### src/rtl/nfc_page_programmer.sv
// NAND page programmer for flash B: streams upstream bytes into ascending pages
// using the 80h / 3 address cycles / data / 10h sequence, then waits on ready/busy.
module nfc_page_programmer #(
    parameter int PAGE_BYTES = 512,
    parameter int NUM_PAGES  = 512,
    parameter int BUSY_GUARD = 4
) (
    input  logic       clk,
    input  logic       rst,
    input  logic       s_valid,
    input  logic [7:0] s_data,
    output logic       s_ready,
    inout  wire  [7:0] F_IO_B,
    output logic       F_CLE_B,
    output logic       F_ALE_B,
    output logic       F_REN_B,
    output logic       F_WEN_B,
    input  logic       F_RB_B,
    output logic       page_done,
    output logic       done
);

    localparam int CNT_W = (PAGE_BYTES > 1) ? $clog2(PAGE_BYTES) : 1;
    localparam int GRD_W = $clog2(BUSY_GUARD + 1);
    localparam logic [CNT_W-1:0] CNT_LAST   = CNT_W'(PAGE_BYTES - 1);
    localparam logic [GRD_W-1:0] GUARD_LAST = GRD_W'(BUSY_GUARD - 1);
    localparam logic [8:0]       PAGE_LAST  = 9'(NUM_PAGES - 1);

    typedef enum logic [3:0] {
        C80_SET, C80_LAT, A0_SET, A0_LAT, A1_SET, A1_LAT, A2_SET, A2_LAT,
        D_SET, D_LAT, C10_SET, C10_LAT, BUSY_LO, BUSY_HI, DONE
    } state_t;

    state_t           state_r, state_s;
    logic             cle_r, cle_s, ale_r, ale_s, wen_r, wen_s;
    logic [7:0]       io_r, io_s;
    logic [CNT_W-1:0] cnt_r, cnt_s;
    logic [GRD_W-1:0] guard_r, guard_s;
    logic [8:0]       page_r, page_s;
    logic             page_done_r, page_done_s, done_r, done_s;

    assign F_IO_B    = io_r;
    assign F_CLE_B   = cle_r;
    assign F_ALE_B   = ale_r;
    assign F_WEN_B   = wen_r;
    assign F_REN_B   = 1'b1;
    assign page_done = page_done_r;
    assign done      = done_r;

    // Upstream handshake is open only while waiting for a data byte
    always_comb begin
        s_ready = (state_r == D_SET);
    end

    // State register and registered flash-bus drivers
    always_ff @(posedge clk) begin
        if (rst) begin
            state_r     <= C80_SET;
            cle_r       <= 1'b0;
            ale_r       <= 1'b0;
            wen_r       <= 1'b1;
            io_r        <= 8'h00;
            cnt_r       <= '0;
            guard_r     <= '0;
            page_r      <= 9'd0;
            page_done_r <= 1'b0;
            done_r      <= 1'b0;
        end else begin
            state_r     <= state_s;
            cle_r       <= cle_s;
            ale_r       <= ale_s;
            wen_r       <= wen_s;
            io_r        <= io_s;
            cnt_r       <= cnt_s;
            guard_r     <= guard_s;
            page_r      <= page_s;
            page_done_r <= page_done_s;
            done_r      <= done_s;
        end
    end

    // Next-state and next-output logic; each SET drops WEN, each LAT raises it
    always_comb begin
        state_s     = state_r;
        cle_s       = cle_r;
        ale_s       = ale_r;
        wen_s       = wen_r;
        io_s        = io_r;
        cnt_s       = cnt_r;
        guard_s     = guard_r;
        page_s      = page_r;
        page_done_s = 1'b0;
        done_s      = done_r;
        case (state_r)
            C80_SET: begin cle_s = 1'b1; ale_s = 1'b0; io_s = 8'h80; wen_s = 1'b0; state_s = C80_LAT; end
            C80_LAT: begin wen_s = 1'b1; state_s = A0_SET; end
            A0_SET:  begin cle_s = 1'b0; ale_s = 1'b1; io_s = 8'h00; wen_s = 1'b0; state_s = A0_LAT; end
            A0_LAT:  begin wen_s = 1'b1; state_s = A1_SET; end
            A1_SET:  begin io_s = page_r[7:0]; wen_s = 1'b0; state_s = A1_LAT; end
            A1_LAT:  begin wen_s = 1'b1; state_s = A2_SET; end
            A2_SET:  begin io_s = {7'b0000000, page_r[8]}; wen_s = 1'b0; state_s = A2_LAT; end
            A2_LAT:  begin wen_s = 1'b1; ale_s = 1'b0; state_s = D_SET; end
            D_SET: begin
                // A stalled upstream leaves WEN high and the bus untouched
                if (s_valid && s_ready) begin
                    io_s    = s_data;
                    wen_s   = 1'b0;
                    state_s = D_LAT;
                end else begin
                    wen_s   = 1'b1;
                    state_s = D_SET;
                end
            end
            D_LAT: begin
                wen_s = 1'b1;
                if (cnt_r == CNT_LAST) begin
                    cnt_s   = '0;
                    state_s = C10_SET;
                end else begin
                    cnt_s   = cnt_r + CNT_W'(1);
                    state_s = D_SET;
                end
            end
            C10_SET: begin cle_s = 1'b1; io_s = 8'h10; wen_s = 1'b0; state_s = C10_LAT; end
            C10_LAT: begin wen_s = 1'b1; cle_s = 1'b0; guard_s = '0; state_s = BUSY_LO; end
            BUSY_LO: begin
                // A flash that never signals busy must not stall the sequence
                if (!F_RB_B || (guard_r == GUARD_LAST)) begin
                    state_s = BUSY_HI;
                end else begin
                    guard_s = guard_r + GRD_W'(1);
                end
            end
            BUSY_HI: begin
                if (F_RB_B) begin
                    page_done_s = 1'b1;
                    if (page_r == PAGE_LAST) begin
                        state_s = DONE;
                    end else begin
                        page_s  = page_r + 9'd1;
                        state_s = C80_SET;
                    end
                end else begin
                    state_s = BUSY_HI;
                end
            end
            DONE: begin
                cle_s   = 1'b0;
                ale_s   = 1'b0;
                wen_s   = 1'b1;
                done_s  = 1'b1;
                state_s = DONE;
            end
            default: begin
                cle_s   = 1'b0;
                ale_s   = 1'b0;
                wen_s   = 1'b1;
                state_s = C80_SET;
            end
        endcase
    end

endmodule

### config.mk
export PLATFORM = sky130hd
export DESIGN_NAME = nfc_page_programmer
export DESIGN_NICKNAME = d
export VERILOG_FILES = /design/src/rtl/nfc_page_programmer.sv
export SDC_FILE = /design/constraint.sdc
export NUM_CORES = 1
export LEC_CHECK = 0
export CAP_MARGIN = 15
export CORE_MARGIN = 2
export CORE_UTILIZATION = 30
export CTS_BUF_LIST = sky130_fd_sc_hd__clkbuf_8
export CTS_CLUSTER_DIAMETER = 30
export DETAILED_ROUTE_END_ITERATION = 8
export PLACE_DENSITY_LB_ADDON = 0.2
export SLEW_MARGIN = 10
export SYNTH_ARGS = -nofsm -noshare
export SYNTH_HDL_FRONTEND = slang
export SYNTH_SLANG_ARGS = --single-unit
export TNS_END_PERCENT = 1
### constraint.sdc
create_clock -name clk -period 5.65 [get_ports clk]
set_clock_uncertainty 0.15 [all_clocks]
set_input_delay 1.13 -clock clk [delete_from_list [all_inputs] [get_ports clk]]
set_output_delay 1.13 -clock clk [all_outputs]
set_load 0.02 [all_outputs]
# After elaboration in Yosys (flattened, before gate mapping)
# Index checks and enable logic that the tools add are counted.
# totals
ff_bits	38
out_inout_bits	15
word_cells	66
# op_classes
n_addsub	3
n_eq_ne	20
n_mux	16
bitwise	2
n_reduce_logical	15
# op_table
cell	count
one-hot mux 4 bit (15 select lines)	1
one-hot mux 8 bit (6 select lines)	1
equality test 4 bit, second input constant	7
adder 9 x 1 -> 9 bit, second input constant	2
equality test 9 bit, second input constant	2
equality test 4 x 3 -> 1 bit, second input constant	4
two-way mux 4 bit	3
OR reduction 11 bit	1
OR reduction 10 bit	1
two-way mux 9 bit	1
equality test 4 x 2 -> 1 bit, second input constant	2
two-way mux 8 bit	1
one-hot mux 3 bit (2 select lines)	1
nonzero test 6 bit	1
OR reduction 2 bit	3
OR reduction 5 bit	1
equality test 4 x 1 -> 1 bit, second input constant	1
logical NOT 4 bit	1
!= test 2 bit, second input constant	2
one-hot mux 1 bit (2 select lines)	2
AND reduction 2 bit	2
adder 3 x 1 -> 3 bit, second input constant	1
equality test 3 x 2 -> 1 bit, second input constant	1
two-way mux 1 bit	3
10 further kinds	11

# Longest topological paths before layout
# depth
ltp_word	4
depth_mapped	8

# Worst setup path before layout
# Ideal clock, no wire load.
# synth_path
path_type	reg2out
startpoint	reg state_r[1]
endpoint	out s_ready
arrival_time_ps	1070
setup_slack_ps	3300
stages_incl_launch_ff	3
path_buffers	1
cell_sequence	dfxtp_1 buf_4 nor4b_2
# synth_via
elab_chain_len	1
# synth_lines
item	line_no	text
start, declared	34	state_t state_r, state_s;
start signal, assigned	69	state_r <= state_s;
equality test 4 bit	52	s_ready = (state_r == D_SET);
end, declared	12	output logic s_ready,
# Every way passes these cells.

# Final worst setup path
# layout_path
startpoint	reg state_r[3]
endpoint	out s_ready
# Same word-level chain as after synthesis.

==> reports/metrics.yaml <==
outcome:
  status: "complete, no violations"
clock_network:
  cts_tree: "built"
  clock_sinks: 38
  clkSlewWorstSetupHoldPaths_ns: 0.08
  post_cts_resize_count: 0
  cts_buffer_depth: 2
  clkLatencyLatePin_ns: 0.29
  cts_root_buffer: "clkbuf_8"
  cts_max_level: 2
  postCtsSetupBuffers: 0
  numCtsBuffers: 5
  cts-hold-fix-buffers: 0
synthesis:
  synth.ff_latch_count: 38
  yosysUniqueCellTypes: 52
  async_flop_share_pct: 0
  synth_ff_type: "dfxtp_1"
  seq_area_frac_synth_pct: 37.3
  yosysMostFrequentCell: "dfxtp_1"
  post_synth.cell_area_avg_um2: 9.16
  ys_warn_count: 0
  syn_area_mm2: 0.00204
  synthCells: 223
  synth_top_area_share_pct: 37.3
  synth_common_cells: "dfxtp_1 (38), nor2_1 (28), nand2_1 (19)"
  synth_nets: 241
  synthTopCellsByArea: "dfxtp_1 (37%), nor2_1 (5.1%), xnor2_1 (5.1%)"
  synth_edf_count: 0
  synth_top_area_cell: "dfxtp_1"
critical_path:
  worstPathRequired_ns: 4.37
  worstSetupPathType: "register to output pin"
  reg2reg_setup_slack_ns: 3.41
  cp-end-kind: "output pin"
  crit_chain: "nor4b_2 -> clkdlybuf4s50_1"
  cp-start-kind: "register"
  crit_arrival_ns: 2.16
  crit_slowest_cell: "dfxtp_1"
  slowest_delay_ns: 0.83
  crit_fanout: 19
placed_design:
  pre_cts_slack_ns: 2.54
  place.gp.congestion: 0.738
  place_area_mm2: 0.00222
  port_buffers: 17
  hpwl_um: 2840
  dp_cells: 307
power_and_ir_drop:
  p_per_area_mw_per_mm2: 241
  switching_share_pct: 24.5
  max-vdd-ir-drop_uv: 80.5
  switchingPower_mw: 0.138
  p_seq_share_pct: 49.9
  p_int_mw: 0.426
  pwr-share-clk_pct: 41.1
  power_leakage_nw: 0.830
  combPwrFrac_pct: 9.0
route:
  drc_errors: 0
  dr.pass1.iters: 6
  vias_per_cell: 4.99
  post_drt_wl_per_cell_um: 13.4
  drt_iter0_drc: 104
  antenna_left: 0
  routed_wl_um: 4230
  num_vias: 1571
floorplan:
  rows: 30
  die_x_um: 86.5
  start_util_pct: 30.6
  core_mm2: 0.00668
  die-height_um: 86.5
  io_pins: 27
  dieArea_mm2: 0.00748
timing:
  period_share_pct: 60.8
  setup_ws_ns: 2.21
  slew_violations: 0
  tns_ns: 0
  finalSetupViolations: 0
  rsz0062_at_grt: "no"
  worst_slew_pin_slew_ns: 0.870
  fin_crit_ns: 3.44
  finalHoldViolations: 0
  relSlewSlack_pct: 41.9
  fmax_ghz: 0.291
layout:
  layoutNonFillerInstCount: 315
  post-route-cell-area_mm2: 0.00233
  antenna_cells: 0
  area_delta_synth_final_pct: 14.3
  drive_above_1_share_pct: 10.6
  nets: 252
global_routing:
  grt_pass1_wl_um: 7210
  antenna_found_initial: 0
  grt_usage_pct: 12.2
  grt_pass1_vias: 1502
  grt_max_degree: 29
  overflow: 0
worst_hold_path:
  worst_hold_path_type: "register to register"
job:
  maxCapViolCount: 0
==> state kept, by name, indices dropped and copies added, names as in the netlist <==
register,cells
guard_r,3
page_r,9
state_r,4
F_IO_B,8
F_CLE_B,1
page_done,1
cnt_r,9
F_WEN_B,1
F_ALE_B,1
done,1
==> per-layer routing <==
layer	wire length, um	global-route usage [%]	vias up
met1	2190	16.9	708
li1	-	-	814
met3	214	3.62	7
met5	0	0	-
met4	63	4.26	0
met2	1770	17.9	42
==> critical path: cells and delay by family (launching register included) <==
kind / cells / cell delay (ns)
buf+inv: 1 / 0.67
flops: 1 / 0.83
simple gates: 1 / 0.37
==> kinds of logic after synthesis <==
group / Yosys count / synth area share [%]
compound gates: 45 / 15.9
xor+xnor: 14 / 6.01
fa+ha+maj: 6 / 3.68
buf+inv: 20 / 5.94
flops: 38 / 37.3
mux: 4 / 2.02
other cells: 1 / 0.184
simple gates: 95 / 29.0
==> worst paths after layout <==
check                            to  cells after the start               startpoint
min reg2reg   cnt_r[8]$_SDFFE_PP0P_                      2    cnt_r[8]$_SDFFE_PP0P_
max reg2reg  F_IO_B[7]$_SDFFE_PP0P_                      4  state_r[2]$_SDFFE_PP0P_
min           cnt_r[8]$_SDFFE_PP0P_                      2    cnt_r[8]$_SDFFE_PP0P_
max                         s_ready                      2  state_r[3]$_SDFFE_PP0P_
==> through the flow <==
step / utilization [%] / hold WS (ns) / total power, mW
final: 34.9 / 0.316 / 0.563
after global routing: 34.9 / 0.332 / 0.591
after CTS: 34.9 / 0.324 / 0.573
after detailed placement: 33.3 / 0.310 / 0.339
after global placement: 33.3 / 0.301 / 0.339
after floorplan: - / 0.291 / 0.321
==> power groups by stage <==
stage	sequential (mW)	combinational [mW]	clock, mW
after floorplan	0.285	0.0361	0
after global placement	0.287	0.0514	0
after detailed placement	0.288	0.0512	0
after CTS	0.281	0.0514	0.240
after global routing	0.282	0.0560	0.252
final	0.281	0.0508	0.231
==> final cells by class <==
cell class                      instances  area, um^2
Clock inverter                          3        41.3
Clock buffer                            5        68.8
Multi-Input combinational cell        165        1160
Tap cell                               80         100
Fill cell                             707        4350
Sequential cell                        38         761
Timing Repair Buffer                   19         185
Inverter                                5        18.8
==> cells in the final DEF, fill, tap and decap left out, drive strengths merged, types with 5 or more instances in the layout <==
| cell type | instances |
|---|---|
| nor4 | 5 |
| nor2 | 29 |
| nand2 | 19 |
| clkdlybuf4s50 | 17 |
| dfxtp | 38 |
| xnor2 | 12 |
| clkbuf | 5 |
| o21ai | 9 |
| a22o | 11 |
| inv | 6 |
| nand3 | 6 |
| ha | 6 |
| nor3 | 13 |
| a21oi | 10 |
| nand2b | 7 |
Note: power is estimated with default switching activity, not from simulation.
==> RTL edit 1 (same flow settings) <==
Change the parameter `PAGE_BYTES` from 512 to 256.
--- a/src/rtl/nfc_page_programmer.sv
+++ b/src/rtl/nfc_page_programmer.sv
@@ -1,7 +1,7 @@
 // NAND page programmer for flash B: streams upstream bytes into ascending pages
 // using the 80h / 3 address cycles / data / 10h sequence, then waits on ready/busy.
 module nfc_page_programmer #(
-    parameter int PAGE_BYTES = 512,
+    parameter int PAGE_BYTES = 256,
     parameter int NUM_PAGES  = 512,
     parameter int BUSY_GUARD = 4
 ) (
Check against the original RTL: no difference found for any inputs over 10 cycles, from zero or initial values and one cycle with rst high; that may be too few to reach the edited logic, so the function may still have changed.
==> RTL edit 1 against the unedited design <==
- sequential cell count down 1
- power down 12%
- cell area down 6.5%
- area after synthesis down 7.0%
- hold slack better by 0.011 ns
- wire length down 1.6%
- largest cell class unchanged
- clock power down 23%
- sequential share of layout area up 1.3 points
- combinational power down 12%
- worst setup slack worse by 0.13 ns
- first-iteration DRC count down 2.9%
- critical endpoint unchanged
- non-clock buffer count down 1
- via count down 3.8%
- fmax down 3.6%
==> RTL edit 1: results (changes against the unedited design) <==
Seq/Total Area, Yosys 39.00% (was 37.25%); Placer Congestion 0.7206 (was 0.7375); HPWL Detailed 2883 um (was 2836 um); Tmin final 3.566 ns (was 3.437 ns); first-pass GRT wire length 7182 um (was 7210 um); leakage power 0.7777 nW (was 0.8301 nW); nets 244 (was 252); dpl cell area 2101 sq um (was 2225 sq um); final WL 4165 um (was 4234 um); WL/cell 13.75 um (was 13.44 um); top post-synthesis cells by count dfxtp_1 (37), nor2_1 (27), nand2_1 (14) (was dfxtp_1 (38), nor2_1 (28), nand2_1 (19)); status finished clean (unchanged); Total Routing Usage GR 12.57% (was 12.19%); actual slew at the worst max-slew pin 0.7319 ns (was 0.8699 ns); length of the first detailed-routing pass in iterations 4 (was 6); Layout fillers 637 (was 707); setup slack, reg-to-reg 3.58 ns (was 3.41 ns); Setup crit start state_r[1] (was state_r[3]); Netlist cell types 49 (was 52); crit path DAT 2.29 ns (was 2.16 ns); crit path max fanout 23 (was 19); Net Count, Synth 232 (was 241); Via density 4.990 (was 4.987); largest cells by area after synthesis dfxtp_1 (39%), nor2_1 (5.3%), a22o_1 (5.1%), xnor2_1 (3.7%), ha_1 (3.3%) (was dfxtp_1 (37%), nor2_1 (5.1%), xnor2_1 (5.1%), a22o_1 (4.7%), ha_1 (3.7%)); Worst Hold Launch done (was cnt_r[8]); fraction of layout cells with a size suffix above 1 7.895% (was 10.64%)
-- RTL edit 1: cell count changes after synthesis, sizes merged, moves of 3 or more --
cell	before	now
and3	0	3
nor3	13	8
xor2	2	5
xnor2	12	8
nand4b	0	3
and2	0	3
nand2	19	14
-- RTL edit 1: final cells by class --
cell class                 instances  area, sq um  area share, %
multi-input combinational        159         1066          48.83
sequential                        37        740.7          33.93
timing repair buffer              18        177.7          8.138
tap                               75        93.84          4.298
clock buffer                       5        68.82          3.152
inverter                           6        22.52          1.032
clock inverter                     3        13.76         0.6304
-- RTL edit 1: cells by family after synthesis --
group           Yosys count  synth area share [%]
simple gates             91                 27.14
compound gates           46                 17.85
flops                    37                 39.00
buf+inv                  19                 4.874
xor+xnor                 13                 5.995
fa+ha+maj                 5                 3.294
mux                       3                 1.647
other cells               1                0.1974
-- RTL edit 1: per-layer routing --
layer / vias to the layer above / wire length, um / part of all wire (%) / GRT usage, %
li1: 789 / - / - / -
met1: 691 / 2235 / 54 / 18.08
met2: 25 / 1739 / 42 / 18.11
met3: 7 / 129 / 3.1 / 3.165
met4: 0 / 61 / 1.5 / 4.399
met5: - / 0 / 0 / 0
-- RTL edit 1: critical path: stages, from the launching register on --
cell             delay (ns)
dfxtp_1                0.80
nand2b_1               0.50
nor3_1                 0.12
clkdlybuf4s50_1        0.58
-- RTL edit 1: how the worst min path moves through the flow --
stage,endpoint,slack (ns)
6_report,done,0.33
5_1_grt,guard_r[0],0.35
4_1_cts,guard_r[0],0.33
3_5_place_dp,cnt_r[7],0.31
3_3_place_gp,cnt_r[7],0.31
2_1_floorplan,guard_r[0],0.29
-- RTL edit 1: power breakdown --
group | switching (mW) | total, mW | internal [mW]
registers | 0.0116 | 0.277 | 0.265
logic | 0.0230 | 0.0445 | 0.0215
clock network | 0.0932 | 0.177 | 0.0837
==> RTL edit 2 (same flow settings) <==
Made on the original files. Reset style: asynchronous (`rst`), changed in one clocked block.
--- a/src/rtl/nfc_page_programmer.sv
+++ b/src/rtl/nfc_page_programmer.sv
@@ -53,7 +53,7 @@
     end
 
     // State register and registered flash-bus drivers
-    always_ff @(posedge clk) begin
+    always_ff @(posedge clk or posedge rst) begin
         if (rst) begin
             state_r     <= C80_SET;
             cle_r       <= 1'b0;
Function: differs if rst is asserted again (counterexample within 4 cycles, from zero or initial values and one cycle with rst high); with rst held inactive, the same outputs for 10 cycles.
==> RTL edit 2 against the unedited design <==
- core utilization increased by 0.68 points
- worst setup slack better by 0.17 ns
- wire length shrank 2.3%
- register-to-register slack got worse by 0.19 ns
- hold slack better by 0.025 ns
- cell area decreased by 3.1%
- sequential share of layout area is 9.5 points higher
- sequential cell count unchanged
- area after synthesis shrank 3.6%
- critical path type unchanged
- critical endpoint unchanged
- largest cell class is now flip-flops and latches
Power is not compared: it rests on default switching activity, and its combinational part moved more than twofold at a synthesized area within 25%.
==> RTL edit 2: results (changes against the unedited design) <==
dpl cell area 2182 sq um (was 2225 sq um); Non-clk invs 6 (was 5); met1 Use GR 18.14% (was 16.93%); Slew HR 54.95% (was 41.93%); Async SR Flop Fraction 100.0% (was 0%); top post-synthesis cells by count dfrtp_1 (37), o21ai_0 (15), nand2_1 (12) (was dfxtp_1 (38), nor2_1 (28), nand2_1 (19)); Seq/total area 42.09% (was 32.58%); Via density 4.968 (was 4.987); Netlist cell types 50 (was 52); Slowest-stage cell, CP clkdlybuf4s50_1 (was dfxtp_1); Non-Clock Buffer Area Fraction 7.854% (was 7.931%); placed cells 272 (was 307); HPWL Detailed 2869 um (was 2836 um); first-pass GRT wire length 6865 um (was 7210 um); final WL 4136 um (was 4234 um); Area growth syn-to-layout 14.87% (was 14.34%); Layout fillers 641 (was 707); Non-clock buffers 18 (was 19); nets 220 (was 252); Max stage delay on crit path 0.62 ns (was 0.83 ns); crit path DAT 1.98 ns (was 2.16 ns); Multi-input gate area 933.4 sq um (was 1160 sq um); top_reg_cell synth dfrtp_1 (was dfxtp_1); largest cells by area after synthesis dfrtp_1 (47%), a22o_1 (4.4%), ha_1 (3.8%), o21ai_0 (3.8%), xnor2_1 (3.1%) (was dfxtp_1 (37%), nor2_1 (5.1%), xnor2_1 (5.1%), a22o_1 (4.7%), ha_1 (3.7%)); status finished clean (unchanged); grt met3 use 3.502% (was 3.619%); Seq/Total Area, Yosys 48.35% (was 37.25%); GR Layer Usage met2 16.90% (was 17.90%); pre-CTS worst setup slack 2.739 ns (was 2.538 ns); crit path max fanout 13 (was 19)
RTL edit 2: cell count changes in the layout (fill, tap and decap cells not counted), sizes merged, moves of 4 or more:
cell,delta
dfxtp,-38
dfrtp,+37
nor2,-19
nor3,-9
o21ai,+9
and3,+7
mux2,+7
nand2,-6
nor4,-5
xnor2,-5
nand3,-4
RTL edit 2: worst register-to-register path, delay by kind of cell, from the launching register on:
| family | cells | cell delay [ns] |
|---|---|---|
| multiplexers | 1 | 0.36 |
| flip-flops | 1 | 0.44 |
| AND/OR/NAND/NOR | 5 | 1.17 |
| adder cells (fa/ha/maj) | 1 | 0.20 |
RTL edit 2: worst paths after layout:
check | cells past startpoint | slack [ns] | end | start
setup / recovery | 3 | 2.39 | s_ready | state_r[3]
max in group asynchronous | 3 | 3.87 | F_WEN_B | rst
hold reg to reg | 1 | 0.34 | done | done
min in group asynchronous | 3 | 1.12 | F_IO_B[5] | rst
hold / removal | 1 | 0.34 | done | done
setup reg to reg | 7 | 3.22 | page_r[8] | page_r[2]
RTL edit 2: where the power goes:
part	switching [mW]	leakage, nW	internal [mW]
combinational	0.183	0.469	0.161
sequential	0.127	0.498	0.341
clock	0.0931	0.0519	0.0823
total	0.402	1.02	0.584
RTL edit 2: logic make-up (layout without fill, tap and decap cells):
logic type | after synthesis | after routing | share of synthesized area [%]
AO/OA/AOI/OAI | 53 | 53 | 18.68
XOR/XNOR | 8 | 8 | 3.558
AND/OR/NAND/NOR | 57 | 57 | 16.01
flip-flops | 38 | 38 | 48.35
buffers and inverters | 17 | 32 | 4.257
other | 1 | 1 | 0.1904
adder cells (fa/ha/maj) | 6 | 6 | 3.812
multiplexers | 8 | 8 | 5.146
